===== src/rtl/cs_sequencer.sv =====
// cs_sequencer: registered one-hot chip-select sequencer with req/ready,
// fixed hold and turnaround timing, abort and optional range check.
//
// Ports:
//   clk, rst_n      clock, asynchronous active-low reset
//   req, addr       request and target device index (SEL_W bits)
//   ready           high when a request can be accepted (IDLE)
//   abort           ends an active select early
//   cs              registered one-hot chip selects (NUM_OUT bits)
//   busy            high while not IDLE
//   done            one-cycle pulse when a select ends
//   err             one-cycle pulse on out-of-range address
//
// Optional feature macro: CS_RANGE_CHK_EN (out-of-range requests are
// rejected with err instead of running a cs=0 select sequence).
module cs_sequencer #(
   parameter int SEL_W    = 3,
   parameter int NUM_OUT  = 8,
   parameter int HOLD     = 2,
   parameter int TURN_CYC = 1
) (
   input  logic               clk,
   input  logic               rst_n,
   input  logic               req,
   input  logic [SEL_W-1:0]   addr,
   output logic               ready,
   input  logic               abort,
   output logic [NUM_OUT-1:0] cs,
   output logic               busy,
   output logic               done,
   output logic               err
);

   localparam int MAXC = (HOLD > TURN_CYC) ? HOLD : TURN_CYC;
   localparam int CW   = $clog2(MAXC + 1);

   localparam logic [1:0] S_IDLE   = 2'd0;
   localparam logic [1:0] S_ACTIVE = 2'd1;
   localparam logic [1:0] S_TURN   = 2'd2;

   localparam logic [CW-1:0] C_ONE  = CW'(1);
   localparam logic [CW-1:0] C_HOLD = CW'(HOLD);
   localparam logic [CW-1:0] C_TURN = CW'(TURN_CYC);

   logic [1:0]         state;
   logic [CW-1:0]      cnt;
   logic [NUM_OUT-1:0] dec;
   logic               oor;

   // Addresses beyond NUM_OUT decode to all-zero.
   always_comb begin
      dec = '0;
      for (int i = 0; i < NUM_OUT; i++) begin
         if (int'(addr) == i) dec[i] = 1'b1;
      end
   end

`ifdef CS_RANGE_CHK_EN
   assign oor = (int'(addr) >= NUM_OUT);
`else
   assign oor = 1'b0;
`endif

   assign ready = (state == S_IDLE);
   assign busy  = (state != S_IDLE);

   always_ff @(posedge clk or negedge rst_n) begin
      if (!rst_n) begin
         state <= S_IDLE;
         cnt   <= '0;
         cs    <= '0;
         done  <= 1'b0;
         err   <= 1'b0;
      end else begin
         done <= 1'b0;
         err  <= 1'b0;
         case (state)
            S_IDLE: begin
               if (req) begin
                  if (oor) begin
                     err <= 1'b1;
                  end else begin
                     cs    <= dec;
                     cnt   <= C_HOLD;
                     state <= S_ACTIVE;
                  end
               end
            end
            S_ACTIVE: begin
               // Abort on the final hold cycle is just a normal end.
               if (abort || cnt == C_ONE) begin
                  cs   <= '0;
                  done <= 1'b1;
                  if (TURN_CYC == 0) begin
                     state <= S_IDLE;
                     cnt   <= '0;
                  end else begin
                     state <= S_TURN;
                     cnt   <= C_TURN;
                  end
               end else begin
                  cnt <= cnt - C_ONE;
               end
            end
            S_TURN: begin
               if (cnt <= C_ONE) begin
                  state <= S_IDLE;
                  cnt   <= '0;
               end else begin
                  cnt <= cnt - C_ONE;
               end
            end
            default: begin
               state <= S_IDLE;
               cnt   <= '0;
               cs    <= '0;
            end
         endcase
      end
   end

endmodule


===== config.mk =====
export PLATFORM = sky130hd
export DESIGN_NAME = cs_sequencer
export DESIGN_NICKNAME = d
export VERILOG_FILES = /design/src/rtl/cs_sequencer.sv
export SDC_FILE = /design/constraint.sdc
export NUM_CORES = 1
export LEC_CHECK = 0
export ABC_AREA = 0
export CAP_MARGIN = 5
export CORE_MARGIN = 2
export CORE_UTILIZATION = 30
export DETAILED_ROUTE_END_ITERATION = 16
export MAX_ROUTING_LAYER = met4
export SYNTH_ARGS = -nofsm -noshare
export SYNTH_HDL_FRONTEND = slang
export SYNTH_SLANG_ARGS = --single-unit

===== constraint.sdc =====
create_clock -name clk -period 2.1 [get_ports clk]
set_clock_uncertainty 0.15 [all_clocks]
set_input_delay 0.21 -clock clk [delete_from_list [all_inputs] [get_ports clk]]
set_output_delay 0.21 -clock clk [all_outputs]
set_load 0.02 [all_outputs]

# Word level (Yosys, flattened, before mapping)
# Index checks and enable logic that the tools add are counted.
# Widths: inputs -> output; s select.
[classes] add_sub_neg=1 n_eq_ne=13 muxes=21 n_reduce_logical=6 bitwise=1 order_cmp=1
[ops] operator="$pmux 8 s3" count=1
[ops] operator="$mux 8" count=2
[ops] operator="$eq 3x3->1 const B" count=4
[ops] operator="$mux 2" count=6
[ops] operator="$pmux 2 s3" count=2
[ops] operator="$mux 1" count=10
[ops] operator="$eq 3x2->1 const B" count=2
[ops] operator="$ne 2x2->1 const B" count=3
[ops] operator="$reduce_and 3->1" count=2
[ops] operator="$eq 2x1->1 const B" count=2
[ops] operator="$eq 3x1->1 const B" count=1
[ops] operator="$logic_not 3->1" count=1
[ops] operator="$eq 2x2->1 const B" count=1
[ops] operator="$le 2x1->1 const B" count=1
[ops] operator="$logic_not 2->1" count=1
[ops] operator="$reduce_bool 2->1" count=1
[ops] operator="$sub 2x1->2 const B" count=1
[ops] operator="$logic_or 1x1->1" count=1
[ops] operator="$not 1->1" count=1
[totals] out_inout_bits=12 ff_bits=13 inputBits=7 wordCells=47

# Logic depth before layout (Yosys ltp)
# Gate-level depths: netlist of the first run.
[depth] depth_word=4 ltp_mapped=5 ltp_nobuf=5

# Least setup slack after synthesis of the first run
# No wires, ideal clock.
[synth_timing] kind="reg2reg" start="register cnt[1]" end="register cs[0]" path_stages_with_launch=6 n_path_buf=0 required_time_ns=1.885 slack_ns=0.600 arrival_time_ns=1.286 setup_time_ns=0.065 path_cell_list="dfrtp_1 > inv_1 > ha_1 > o31a_1 > a21oi_4 > a22o_2"
[synth_between] elab_chain_cells=4
[synth_lines] item="start, declared" line_no="46" rtl="logic [CW-1:0] cnt;"
[synth_lines] item="start signal, assigned" line_no="102" rtl="cnt <= cnt - C_ONE;"
[synth_lines] item="start signal, assigned" line_no="110" rtl="cnt <= cnt - C_ONE;"
[synth_lines] item="$eq 2x1->1" line_no="91" rtl="if (abort || cnt == C_ONE) begin"
[synth_lines] item="$logic_or 1x1->1" line_no="91"
[synth_lines] item="$ne 2x2->1 (no line)"
[synth_lines] item="$reduce_and 3->1 (no line)"
[synth_lines] item="end signal, assigned" line_no="83" rtl="cs <= dec;"
[synth_lines] item="end signal, assigned" line_no="92" rtl="cs <= '0;"
[synth_lines] item="end signal, assigned" line_no="116" rtl="cs <= '0;"
[synth_lines] item="end, declared" line_no="28" rtl="output logic [NUM_OUT-1:0] cs,"
# No other way between the ends.
# A chain may end at the register's enable or synchronous reset.

# Worst setup path in the final report of the first run
[layout_timing] start="register state[0]" end="output busy"
[layout_between] elab_chain_cells=1
[layout_lines] item="start, declared" line_no="45" rtl="logic [1:0] state;"
[layout_lines] item="start signal, assigned" line_no="69" rtl="state <= S_IDLE;"
[layout_lines] item="start signal, assigned" line_no="85" rtl="state <= S_ACTIVE;"
[layout_lines] item="start signal, assigned" line_no="95" rtl="state <= S_IDLE;"
[layout_lines] item="$reduce_bool 2->1" line_no="65" rtl="assign busy = (state != S_IDLE);"
[layout_lines] item="end, declared" line_no="29" rtl="output logic busy,"
# No other way between the ends.

==> impl_metrics.tcl, run 1 <==
set metrics [dict create \
    period_minus_slack_ns 2.001 \
    setup_viol 0 \
    yosys.area.top_type "dfrtp_1" \
    cp_max_fo 10 \
    synth_edf_count 0 \
    portBuffers 17 \
    diodes 0 \
    ir_drop_uv 494.5 \
    relSlewSlack 0.6088 \
    gr-usage-all-layers 0.1290 \
    h-tree-depth 1 \
    crit_path_end_kind "output pin" \
    reg2regPathDepth 5 \
    dp.cells 95 \
    grt_setup_unrepaired "false" \
    start_util 0.3269 \
    criticalPathCategory "reg2out" \
    worstSetupStartpointType "flop" \
    ys_seq_area_frac 0.4971 \
    placeableCoreArea_mm2 0.002002 \
    r2r_slack_ns 0.44 \
    antenna_found_initial 0 \
    holdCritPathClass "in2async" \
    synth_area_leaders "dfrtp_1, a32o_1, ha_1" \
    fmax_ghz 0.4997 \
    grt.overflow.total 0 \
    fin_worst_hold_slack_ns 0.1469 \
    clock-sinks 13 \
    grt_max_degree 14 \
    place_hpwl_um 1031 \
    drive_gt1_frac 0.1389 \
    clock_path_buffers 2 \
    die-area_mm2 0.002571 \
    wire_per_inst_um 13.84 \
    power.leakage_nw 0.3835 \
    firstDrtPassIters 4 \
    synth_top_area_share 0.4971 \
    die_y_um 50.71 \
    synthFlopType "dfrtp_1" \
    grt_pass1_vias 511 \
    fin_tns_setup_ns 0 \
    hold_viol_final 0 \
    synth_commonest_cells "dfrtp_1, a32o_1, inv_1, ha_1, nor2_1" \
    syn-num-nets 64 \
    finalMaxSlewViolations 0 \
    async_reset_ff_frac 1.000 \
    syn_to_final_growth_pct 31.17 \
    drt_wl_total_um 1370 \
    hold_buffers 0 \
    final_cell_count_no_fill 99 \
    crit_start "state[0]" \
    r2r_end "cs[0]" \
    netlist_area_um2 654.4 \
    pin_count 19 \
    synth-seq-cells 13 \
    cp.required_ns 1.74 \
    drv_cap 0 \
    status "completed" \
    vias_per_cell 4.869 \
    avgSynthCellArea_um2 12.12 \
    power_w 0.001096 \
    tritoncts "yes" \
    final_cell_area_um2 858.3 \
    ys_warn_count 0 \
    worstSkewPairLatency_ns 0.28 \
    grt_pass1_wl_um 2373 \
    final_antenna_net_count 0 \
    tightest_slew_ns 0.5850 \
    placed_cell_area_um2 828.3 \
    gp_congestion 0.8077 \
    dieWidth_um 50.71 \
    synth_cell_types 27 \
    syn_inst 54 \
    fin_crit_sh 0.9529 \
    drtIter0Drc 5 \
    rows 16 \
    power_density_mw_per_mm2 1276 \
    cp.arrival_ns 1.64 \
    final_nets 83 \
    yosysMostFrequentCell "dfrtp_1" \
    vias 482 \
    r2r_start "cnt[1]" \
    cts-buffers-inserted 3 \
    cts.clk_slew.worst_paths_ns 0.09 \
    root_buffer "clkbuf_4" \
    drc 0 \
]
## worst max path at each step
stage | slack (ns) | to
after CTS | 0.07 | ready
after global placement | 0.43 | ready
after global routing | 0.01 | busy
after floorplan | 0.60 | cs[0]
after detailed placement | 0.39 | ready
final | 0.1 | busy
## layer usage
metal  vias up  routed length (µm)  GRT usage
met5         -                   0          -
li1        237                   -          -
met4         0                  15    0.04054
met1       228                 639     0.1474
met3         2                  89    0.06250
met2        15                 625     0.1996
## area by class of cell
cell class / instances / area, µm²
clock buffer: 3 / 22.52
clock inverter: 1 / 5.005
inverter: 4 / 15.01
sequential: 13 / 325.3
tap: 27 / 33.78
fill: 198 / 1144
multi-input combinational: 34 / 284.0
timing repair buffer: 17 / 172.7
## timing repair
action | in CTS | in global routing
resized for setup | 0 | 1
buffers inserted | 0 | 0
endpoints found under the setup margin | 0 | 1
## sequential cells by signal, indices dropped and copies added, names as in the netlist
signal  count
done        1
cnt         2
state       2
cs          8
## stage by stage
stage,setup WS (ns),utilization
after floorplan,0.5998,-
after global routing,0.01010,0.4288
after detailed placement,0.3890,0.4138
after CTS,0.06962,0.4275
final,0.09897,0.4288
after global placement,0.4327,0.4138
## where the power goes
part           switching (W)  internal [W]
registers           0.000101      0.000324
clock network      0.0000829     0.0000706
logic               0.000266      0.000251
## placed cells by master, fill, tap and decap left out, drive strengths merged, types with 2 or more instances in the layout
master / n
inv: 4
ha: 3
dfrtp: 13
and2: 2
a32o: 6
nor3: 2
nor2: 4
clkbuf: 3
a22o: 2
clkdlybuf4s50: 16
## kinds of logic (layout without fill, tap and decap cells)
kind of cell	count (synthesis)	count (layout)	share of synthesized area
flops	13	13	0.4971
mux	1	1	0.01530
compound gates	14	14	0.2104
simple gates	15	15	0.1453
buf+inv	7	25	0.06883
other cells	1	1	0.005731
fa+ha+maj	3	3	0.05737
## critical path, cell delays in order (launching register included)
cell and delay (ns):
dfrtp_1 0.57, nor2_4 0.10, inv_1 0.09, clkdlybuf4s50_1 0.60
Power figures use the tool's default switching activity.
==> run 2, diff against run 1 <==
Settings changed: ABC_AREA 0 to 1, CORE_UTILIZATION 30 to 32.
==> run 2 against run 1 <==
Combinational power grew 21%. Final cell count is 39% higher. Non-clock buffer count did not move. Maximum frequency increased by 4.4%. Count of clock-buffer cells in the layout grew 1. Wire length rose by 2.5%. Worst setup slack improved by 0.085 ns. Die area up 3.0%. Register-to-register slack improved by 0.08 ns. Global-route usage is 0.56 points lower. Synthesized cell count increased by 69%. Critical path type unchanged. Critical endpoint is now ready. Largest cell class is now multi-input combinational cells.
==> impl_metrics.tcl, run 2 <==
set metrics [dict create \
    status "completed" \
    layout_commonest_cell "nand2_1" \
    netlist_area_um2 720.7 \
    antenna_found_initial 0 \
    crit_chain "nor2_4 -> clkdlybuf4s50_1" \
    worstSetupStartpointType "flop" \
    period_minus_slack_ns 1.916 \
    synth_edf_count 0 \
    drtIter0Drc 8 \
    fin_worst_hold_slack_ns 0.1475 \
    gr-usage-all-layers 0.1234 \
    ys_warn_count 0 \
    fmax_ghz 0.5219 \
    drv_cap 0 \
    power.leakage_nw 0.4929 \
    async_reset_ff_frac 1.000 \
    power_density_mw_per_mm2 1256 \
    regMostFlops "cs" \
    synth_cell_types 18 \
    fin_tns_setup_ns 0 \
    grt.overflow.total 0 \
    post_cts_buffers 0 \
    synth_mux_area_frac 0 \
    gp_congestion 0.8844 \
    criticalPathCategory "reg2out" \
    final_cell_area_um2 939.7 \
    syn_inst 91 \
    start_util 0.3322 \
    r2r_end "cs[2]" \
    tritoncts "yes" \
    synth_compound_area_frac 0.04340 \
    synth_fa_ha_area_frac 0.05208 \
    cp.required_ns 1.74 \
    crit_start "state[0]" \
    r2r_start "cnt[1]" \
    cts-buffers-inserted 3 \
    synth_simple_gate_area_frac 0.3733 \
    fin_crit_sh 0.9124 \
    clock-sinks 13 \
    wire_per_inst_um 10.17 \
    cp.arrival_ns 1.56 \
    synth_area_leaders "dfrtp_1, nand2_1, nand3_1" \
    grt_pass1_vias 559 \
    synth_commonest_cells "nand2_1, dfrtp_1, nand3_1, nor2_1, inv_1" \
    cts.clk_slew.worst_paths_ns 0.08 \
    rows 17 \
    r2r_slack_ns 0.52 \
    grt_pass1_wl_um 2359 \
    final-seq-area_um2 325.3 \
    synth-seq-cells 13 \
    multi_input_area_um2 341.6 \
    worstSkewPairLatency_ns 0.27 \
    ys_seq_area_frac 0.4514 \
    holdCritPathClass "in2async" \
    final_antenna_net_count 0 \
    synth-xor-area-share 0 \
    portBuffers 17 \
    vias 606 \
    setup_viol 0 \
    dieWidth_um 51.46 \
    syn-num-nets 101 \
    root_buffer "clkbuf_4" \
    final_nets 121 \
    vias_per_cell 4.391 \
    drive_gt1_frac 0.1182 \
    firstDrtPassIters 4 \
    pin_count 19 \
    grt_max_degree 14 \
    yosys.area.top_type "dfrtp_1" \
    finalMaxSlewViolations 0 \
    syn_to_final_growth_pct 30.38 \
    power_w 0.001180 \
    die_y_um 51.46 \
    relSlewSlack 0.6202 \
    die-area_mm2 0.002648 \
    synth_top_family_by_area "simple AND/OR/NAND/NOR gates" \
    synthFlopType "dfrtp_1" \
    reg.largest.list "cs x8, cnt x2, state x2" \
    clock_path_buffers 2 \
    drc 0 \
    placed_cell_area_um2 913.4 \
    drt_wl_total_um 1404 \
    avgSynthCellArea_um2 7.920 \
    h-tree-depth 1 \
    nFillCells 237 \
    cts_resized 0 \
    cp_max_fo 6 \
    diodes 0 \
    mostFrequentLayoutCells "nand2_1, clkdlybuf4s50_1, dfrtp_1, nand3_1, nor2_1" \
    place_hpwl_um 1083 \
    largest_reg_flops 8 \
    synth_top_area_share 0.4514 \
    grt_setup_unrepaired "false" \
    crit_path_end_kind "output pin" \
    yosysMostFrequentCell "nand2_1" \
    placeableCoreArea_mm2 0.002170 \
    ir_drop_uv 637.9 \
    reg2regPathDepth 7 \
    hold_buffers 0 \
    slowest_delay_ns 0.63 \
    cpMaxStageDelayCell "clkdlybuf4s50_1" \
    hold_viol_final 0 \
    tightest_slew_ns 0.5679 \
]
-- run 2: cell types whose count changed in the layout (fill, tap and decap cells not counted), moves of 2 or more --
cell | before | now
nor3_1 | 2 | 0
nand3_1 | 0 | 11
inv_2 | 0 | 3
a32o_1 | 6 | 0
inv_1 | 4 | 8
nor2_1 | 3 | 10
nand2_1 | 1 | 31
a22o_2 | 2 | 0
-- run 2: area by class of cell --
cell class	count	share of cell area
well taps	28	0.03728
multi-input cells	65	0.3635
flip-flops and latches	13	0.3462
clock buffers	4	0.02796
repair buffers	17	0.1811
inverters	11	0.04394
-- run 2: layer usage --
metal | share of wire | GRT usage
met1 | 0.49 | 0.1636
met4 | 0.0071 | 0.05263
met2 | 0.46 | 0.1795
met5 | 0 | -
met3 | 0.050 | 0.02924
-- run 2: how the worst max path moves through the flow --
stage | slack (ns) | cells after the start | endpoint
6_report | 0.18 | 2 | ready
5_1_grt | 0.1 | 2 | ready
4_1_cts | 0.17 | 2 | ready
3_5_place_dp | 0.48 | 2 | ready
3_3_place_gp | 0.49 | 2 | ready
2_1_floorplan | 0.70 | 7 | cs[0]
-- run 2: kinds of logic (layout without fill, tap and decap cells) --
kind of cell,Yosys count,after routing
and+or+nand+nor,57,57
adders and majority gates,3,3
other,1,1
AOI/OAI and AO/OA,4,4
buffers and inverters,13,32
DFF,13,13
-- run 2: power breakdown --
part           total (W)  switching [W]  internal [W]
combinational   0.000628       0.000373      0.000256
sequential      0.000397      0.0000657      0.000331
clock           0.000155      0.0000819     0.0000735
total            0.00118       0.000520      0.000660
-- run 2: per-stage QoR --
step,instances,worst slack [ns],util
after floorplan,91,0.7028,-
after CTS,138,0.1674,0.4331
final,138,0.1840,0.4331
after global placement,134,0.4950,0.4210
after detailed placement,134,0.4757,0.4210
after global routing,138,0.09853,0.4331
-- run 2: critical path, delay by kind of cell (launching register included) --
family	cells	cell delay [ns]
AND/OR/NAND/NOR	1	0.21
buffers and inverters	1	0.63
flip-flops	1	0.44
